## src/rtl/lsu_pkg.sv

```systemverilog
// Shared funct3 codes and FSM state encoding for the load/store unit.
package lsu_pkg;

  localparam logic [2:0] F3_B  = 3'b000;
  localparam logic [2:0] F3_H  = 3'b001;
  localparam logic [2:0] F3_W  = 3'b010;
  localparam logic [2:0] F3_BU = 3'b100;
  localparam logic [2:0] F3_HU = 3'b101;

  typedef enum logic [2:0] {
    IDLE,
    ACCESS,
    MERGE,
    RESP,
    FAULT
  } lsu_state_t;

endpackage

```

## src/rtl/lsu_byte_lane.sv

```systemverilog
// Combinational byte-lane logic: load extraction/extension, store merge and
// legality check for one RV32I load or store.
module lsu_byte_lane
  import lsu_pkg::*;
(
  input  logic [2:0]  funct3,
  input  logic        write,
  input  logic [1:0]  addr_lo,
  input  logic [31:0] mem_word,
  input  logic [31:0] wdata,
  output logic [31:0] load_data,
  output logic [31:0] merged_word,
  output logic        illegal
);

  logic [7:0]  lane_b;
  logic [15:0] lane_h;

  always_comb begin
    lane_b = mem_word[{addr_lo, 3'b000} +: 8];
    lane_h = addr_lo[1] ? mem_word[31:16] : mem_word[15:0];

    load_data = mem_word;
    case (funct3)
      F3_B:    load_data = {{24{lane_b[7]}}, lane_b};
      F3_BU:   load_data = {24'h000000, lane_b};
      F3_H:    load_data = {{16{lane_h[15]}}, lane_h};
      F3_HU:   load_data = {16'h0000, lane_h};
      default: load_data = mem_word;
    endcase

    // Sub-word stores keep the untouched lanes of the word read from memory.
    merged_word = wdata;
    case (funct3)
      F3_B: begin
        merged_word = mem_word;
        merged_word[{addr_lo, 3'b000} +: 8] = wdata[7:0];
      end
      F3_H: begin
        merged_word = mem_word;
        merged_word[{addr_lo[1], 4'b0000} +: 16] = wdata[15:0];
      end
      default: merged_word = wdata;
    endcase

    illegal = 1'b1;
    case (funct3)
      F3_B:    illegal = 1'b0;
      F3_H:    illegal = addr_lo[0];
      F3_W:    illegal = (addr_lo != 2'b00);
      F3_BU:   illegal = write;
      F3_HU:   illegal = write | addr_lo[0];
      default: illegal = 1'b1;
    endcase
  end

endmodule

```

## src/rtl/load_store_unit.sv

```systemverilog
// Byte-addressed RV32I load/store front end for a word-only data memory;
// sub-word stores are done as read-modify-write.
module load_store_unit
  import lsu_pkg::*;
#(
  parameter int DATA_WIDTH    = 32,
  parameter int ADDRESS_WIDTH = 30
) (
  input  logic                     clk,
  input  logic                     rst,
  // Request handshake: a request transfers on a clock edge where req_valid
  // and req_ready are both 1. The requester holds all req_* fields steady
  // until then. Responses are a single-cycle resp_valid pulse with no ready.
  input  logic                     req_valid,
  output logic                     req_ready,
  input  logic                     req_write,
  input  logic [2:0]               req_funct3,
  input  logic [31:0]              req_addr,
  input  logic [DATA_WIDTH-1:0]    req_wdata,
  output logic                     resp_valid,
  output logic [DATA_WIDTH-1:0]    resp_rdata,
  output logic                     resp_fault,
  output logic [ADDRESS_WIDTH-1:0] mem_address,
  output logic [DATA_WIDTH-1:0]    mem_write_data,
  output logic                     mem_write_enable,
  input  logic [DATA_WIDTH-1:0]    mem_read_data
);

  lsu_state_t            state;
  logic                  write_q;
  logic [2:0]            funct3_q;
  logic [31:0]           addr_q;
  logic [DATA_WIDTH-1:0] wdata_q;
  logic                  we_q;

  logic [2:0]            lane_funct3;
  logic                  lane_write;
  logic [1:0]            lane_addr_lo;
  logic [31:0]           lane_load;
  logic [31:0]           lane_merged;
  logic                  lane_illegal;

  // In IDLE the lane logic judges the incoming request; afterwards it works
  // on the latched one.
  assign lane_funct3  = (state == IDLE) ? req_funct3    : funct3_q;
  assign lane_write   = (state == IDLE) ? req_write     : write_q;
  assign lane_addr_lo = (state == IDLE) ? req_addr[1:0] : addr_q[1:0];

  lsu_byte_lane u_byte_lane (
    .funct3      (lane_funct3),
    .write       (lane_write),
    .addr_lo     (lane_addr_lo),
    .mem_word    (mem_read_data),
    .wdata       (wdata_q),
    .load_data   (lane_load),
    .merged_word (lane_merged),
    .illegal     (lane_illegal)
  );

  assign mem_address      = addr_q[ADDRESS_WIDTH+1:2];
  assign mem_write_enable = we_q & ~rst;

  always_ff @(posedge clk) begin
    if (rst) begin
      state          <= IDLE;
      req_ready      <= 1'b1;
      resp_valid     <= 1'b0;
      resp_rdata     <= '0;
      resp_fault     <= 1'b0;
      we_q           <= 1'b0;
      mem_write_data <= '0;
      write_q        <= 1'b0;
      funct3_q       <= 3'b000;
      addr_q         <= '0;
      wdata_q        <= '0;
    end else begin
      case (state)
        IDLE: begin
          if (req_valid) begin
            write_q   <= req_write;
            funct3_q  <= req_funct3;
            addr_q    <= req_addr;
            wdata_q   <= req_wdata;
            req_ready <= 1'b0;
            if (lane_illegal) begin
              state      <= FAULT;
              resp_valid <= 1'b1;
              resp_fault <= 1'b1;
            end else begin
              state <= ACCESS;
              if (req_write && req_funct3 == F3_W) begin
                we_q           <= 1'b1;
                mem_write_data <= req_wdata;
              end
            end
          end
        end
        ACCESS: begin
          we_q <= 1'b0;
          if (!write_q) begin
            resp_rdata <= lane_load;
            resp_valid <= 1'b1;
            state      <= RESP;
          end else if (funct3_q == F3_W) begin
            resp_valid <= 1'b1;
            state      <= RESP;
          end else begin
            we_q           <= 1'b1;
            mem_write_data <= lane_merged;
            state          <= MERGE;
          end
        end
        MERGE: begin
          we_q       <= 1'b0;
          resp_valid <= 1'b1;
          state      <= RESP;
        end
        RESP, FAULT: begin
          resp_valid <= 1'b0;
          resp_fault <= 1'b0;
          resp_rdata <= '0;
          req_ready  <= 1'b1;
          state      <= IDLE;
        end
        default: begin
          we_q      <= 1'b0;
          req_ready <= 1'b1;
          state     <= IDLE;
        end
      endcase
    end
  end

endmodule

```

## config.mk

```make
export PLATFORM = sky130hd
export DESIGN_NAME = load_store_unit
export DESIGN_NICKNAME = d
export VERILOG_FILES = /design/src/rtl/lsu_pkg.sv /design/src/rtl/lsu_byte_lane.sv /design/src/rtl/load_store_unit.sv
export SDC_FILE = /design/constraint.sdc
export NUM_CORES = 1
export LEC_CHECK = 0
export ABC_AREA = 0
export BUFFER_PORTS_ARGS = -buffer_cell sky130_fd_sc_hd__buf_2
export CAP_MARGIN = 0
export CORE_MARGIN = 8
export CORE_UTILIZATION = 45
export CTS_CLUSTER_DIAMETER = 50
export DETAILED_ROUTE_END_ITERATION = 7
export PLACE_DENSITY = 0.78
export SLEW_MARGIN = 5
export SYNTH_ARGS = -nofsm -noshare
export SYNTH_HDL_FRONTEND = slang
export SYNTH_SLANG_ARGS = --single-unit
```

## constraint.sdc

```tcl
create_clock -name clk -period 4.3 [get_ports clk]
set_input_delay 0.645 -clock clk [delete_from_list [all_inputs] [get_ports clk]]
set_output_delay 0.645 -clock clk [all_outputs]
set_load 0.01 [all_outputs]
```

==> results.cfg <==
[outcome]
run_status = completed

[critical_path]
startpoint_type = register
worstSetupPathType = reg2reg
critical_path.startpoint = state[0]
worst_reg2reg_endpoint = mem_write_data[16]
reg2reg_depth = 8
critPathTopFamily = simple AND/OR/NAND/NOR gates
crit_arrival_ns = 3.62
critPathCaptureType = register
critical_path_required_ns = 4.61
path_buf_inv = 1
longest_individual_stage_delay_on_the_worst_path_ns = 0.67
timing.critical_path.cells = o31ai_1 -> and2_1 -> ha_1 -> nand4_1 -> nand2_1 -> nor2_1 -> buf_4 -> a22o_1
worst_path_max_delay_cell = sky130_fd_sc_hd__and2_1
timing.critical_path.depth = 8
path_max_fanout = 24
reg2reg_setup_slack_ns = 0.99
critical_path.reg2reg.startpoint = state[0]
timing.critical_path.to = mem_write_data[16]

[timing]
slew_headroom_pct = 22.2
finalHoldViolCount = 0
setup_total_negative_slack_ns = 0
number_of_endpoints_failing_setup_at_the_final_stage = 0
timing.final.max_slew_violations = 0
max_slew.worst_pin.slew_ns = 1.16
finalCritPeriodShare_pct = 77.0
finalCriticalPeriod_ns = 3.31
rsz_0062_raised_after_global_routing = no
skew_ns = 0.0145
timing.fmax_mhz = 302

[clock_network]
cts-htree-levels = 4
clock_tree.buffer_depth = 2
tritoncts.num_buffers = 17
cts_hold_repair.buffers = 0
tritoncts = built
cts_sinks = 139
clock_tree.root_cell = sky130_fd_sc_hd__clkbuf_16
cts_resized = 0
postCtsSetupRepairBufs = 0
clk-insertion-delay-late_ns = 0.43
path_clk_slew_ns = 0.06

[final_layout]
postLayoutCellArea_um2 = 8980
layout.filler_cells = 1585
area_growth_pct = 19.3
share_of_cells_above_drive_strength_1_pct = 25.9
final_nets = 1174
seqCellArea_um2 = 2780
final_cells = 1301
area_taken_by_multi_input_logic_gates_um2 = 4170
antenna_cells_inserted = 0

[detailed_routing]
antenna_violating_nets_post_route = 0
dr.max_layer_used = met4
met2RoutedLength_um = 11800
wirelength_um = 26600
drt_drc_violations_left = 0
met3_wirelength_um = 2810
post_drt_via_cell_ratio = 5.88
via_count = 7650
routed_wire_length_per_instance_um = 20.5
detail_route.iter0.violations = 732
dr.pass1.iters = 5
wl_on_met1_um = 11000

[floorplanning]
top_level_ports = 201
placement_rows = 47
floorplan.initialDensity_pct = 45.7
floorplan.die_area_um2 = 21100
fp.dieW_um = 145
floorplan.die.height_um = 145
core-area_um2 = 16500

[synthesis]
synth.avg_cell_area_um2 = 8.04
synth_edf_count = 0
synthCells = 937
post_synth_instance_area_um2 = 7530
postSynthNetCount = 1043
synth.ff_latch_count = 139
synth_cell_types = 63
async_reset_ff_share_pct = 0
synth_seq_area_share_pct = 37.0
postSynth.topFlopCell = sky130_fd_sc_hd__dfxtp_1
yosysWarnings = 0

[place]
detailed_place.area_um2 = 8410
dpl.hpwl_um = 19100
gp_congestion = 0.960
io_buffers = 200
place_inst = 1269

[job]
maxCapViolations = 0

[hold_path]
min_path_type = reg2reg

[pwr]
combPwrFrac_pct = 46.1
internal-power_mw = 3.46
leakage_nw = 3.80
total_switching_power_mw = 2.62
seq_power_share_pct = 30.2
clockPowerShare_pct = 23.8
switching_share_pct = 43.1
vdd.ir_drop.worst_mv = 0.349
power_per_cell_area_nw_per_um2 = 677

[global_routing]
first_global_vias = 7404
grt_pass1_wl_um = 41100
grt_util_all_layers_pct = 24.1
globalRouteOverflowTotal = 0
antenna_found_initial = 0
grt_start_max_net_pins = 73
## cells in the mapped netlist (23+ instances only)
library cell | instances | area share (%)
sky130_fd_sc_hd__a22o_1 | 33 | 3.8
sky130_fd_sc_hd__o221ai_1 | 26 | 3.0
sky130_fd_sc_hd__nand2_1 | 163 | 8.1
sky130_fd_sc_hd__buf_4 | 30 | 3.0
sky130_fd_sc_hd__clkbuf_1 | 53 | 2.6
sky130_fd_sc_hd__nor2_1 | 56 | 2.8
sky130_fd_sc_hd__dfxtp_1 | 139 | 37
sky130_fd_sc_hd__a22oi_1 | 23 | 2.3
sky130_fd_sc_hd__mux2i_1 | 41 | 5.5
sky130_fd_sc_hd__nor3_1 | 37 | 2.5
sky130_fd_sc_hd__a21oi_1 | 110 | 7.3
sky130_fd_sc_hd__o21bai_1 | 25 | 2.5
## worst min-delay path, stage by stage, from the launching register on
cell                      delay, ns
sky130_fd_sc_hd__dfxtp_1       0.30
sky130_fd_sc_hd__nand2_1       0.05
sky130_fd_sc_hd__a21oi_1       0.05
## cells by family after synthesis
family          Yosys count  synth area share (%)
compound gates          292                  26.2
xor+xnor                  1                 0.116
fa+ha+maj                 3                 0.499
buf+inv                 116                  7.94
flops                   139                  37.0
mux                      56                  8.14
simple gates            330                  20.1
## state kept, by name, summed over array words and instances, names as in the netlist
register / cells
resp_valid: 1
resp_rdata: 32
wdata_q: 32
mem_write_data: 32
resp_fault: 1
funct3_q: 3
write_q: 1
req_ready: 1
we_q: 1
state: 3
addr_q: 32
## worst min-delay path by stage
stage	start	endpoint	slack, ns	cells past startpoint
4_1_cts	req_addr[4]	addr_q[4]	0.44	3
3_3_place_gp	addr_q[9]	addr_q[9]	0.44	2
3_5_place_dp	addr_q[4]	addr_q[4]	0.45	2
6_report	addr_q[4]	addr_q[4]	0.45	2
5_1_grt	req_addr[8]	addr_q[8]	0.45	3
2_1_floorplan	addr_q[10]	addr_q[10]	0.44	2
## through the flow
step | setup slack (ns) | utilization, % | hold slack (ns) | power (mW)
CTS | 1.06 | 54.6 | 0.440 | 6.07
global route | 0.792 | 54.6 | 0.447 | 6.44
finish | 0.989 | 54.6 | 0.450 | 6.08
floorplan | 1.03 | - | 0.437 | 3.84
detailed placement | 0.890 | 51.1 | 0.446 | 4.61
global placement | 0.989 | 51.1 | 0.439 | 4.58
## per-layer routing
metal	GRT usage [%]	up-vias
met5	0	-
met4	11.3	0
met3	6.34	67
met2	37.1	445
met1	31.0	3535
li1	-	3603
## layout make-up
cell class              instances  share of cell area, %
clock buffers                  18                   4.78
well taps                     220                   3.06
repair buffers                217                   12.6
inverters                      11                  0.599
flip-flops and latches        139                   31.0
multi-input cells             682                   46.4
clock inverters                14                   1.64
## layout by cell type, fill, tap and decap left out, types with 25 or more instances in the layout
| master | n |
|---|---|
| sky130_fd_sc_hd__a21oi_1 | 110 |
| sky130_fd_sc_hd__o221ai_1 | 26 |
| sky130_fd_sc_hd__o21bai_1 | 25 |
| sky130_fd_sc_hd__buf_2 | 199 |
| sky130_fd_sc_hd__mux2i_1 | 41 |
| sky130_fd_sc_hd__a22o_1 | 33 |
| sky130_fd_sc_hd__dfxtp_1 | 139 |
| sky130_fd_sc_hd__nand2_1 | 162 |
| sky130_fd_sc_hd__nor2_1 | 55 |
| sky130_fd_sc_hd__nor3_1 | 37 |
## power by group through the flow
stage | Clock [mW] | Combinational [mW] | Sequential [mW]
6_report | 1.45 | 2.80 | 1.84
5_1_grt | 1.53 | 3.05 | 1.87
4_1_cts | 1.47 | 2.77 | 1.83
3_5_place_dp | 0 | 2.76 | 1.85
3_3_place_gp | 0 | 2.74 | 1.84
2_1_floorplan | 0 | 2.03 | 1.81
Note: power is estimated with default switching activity, not from simulation.
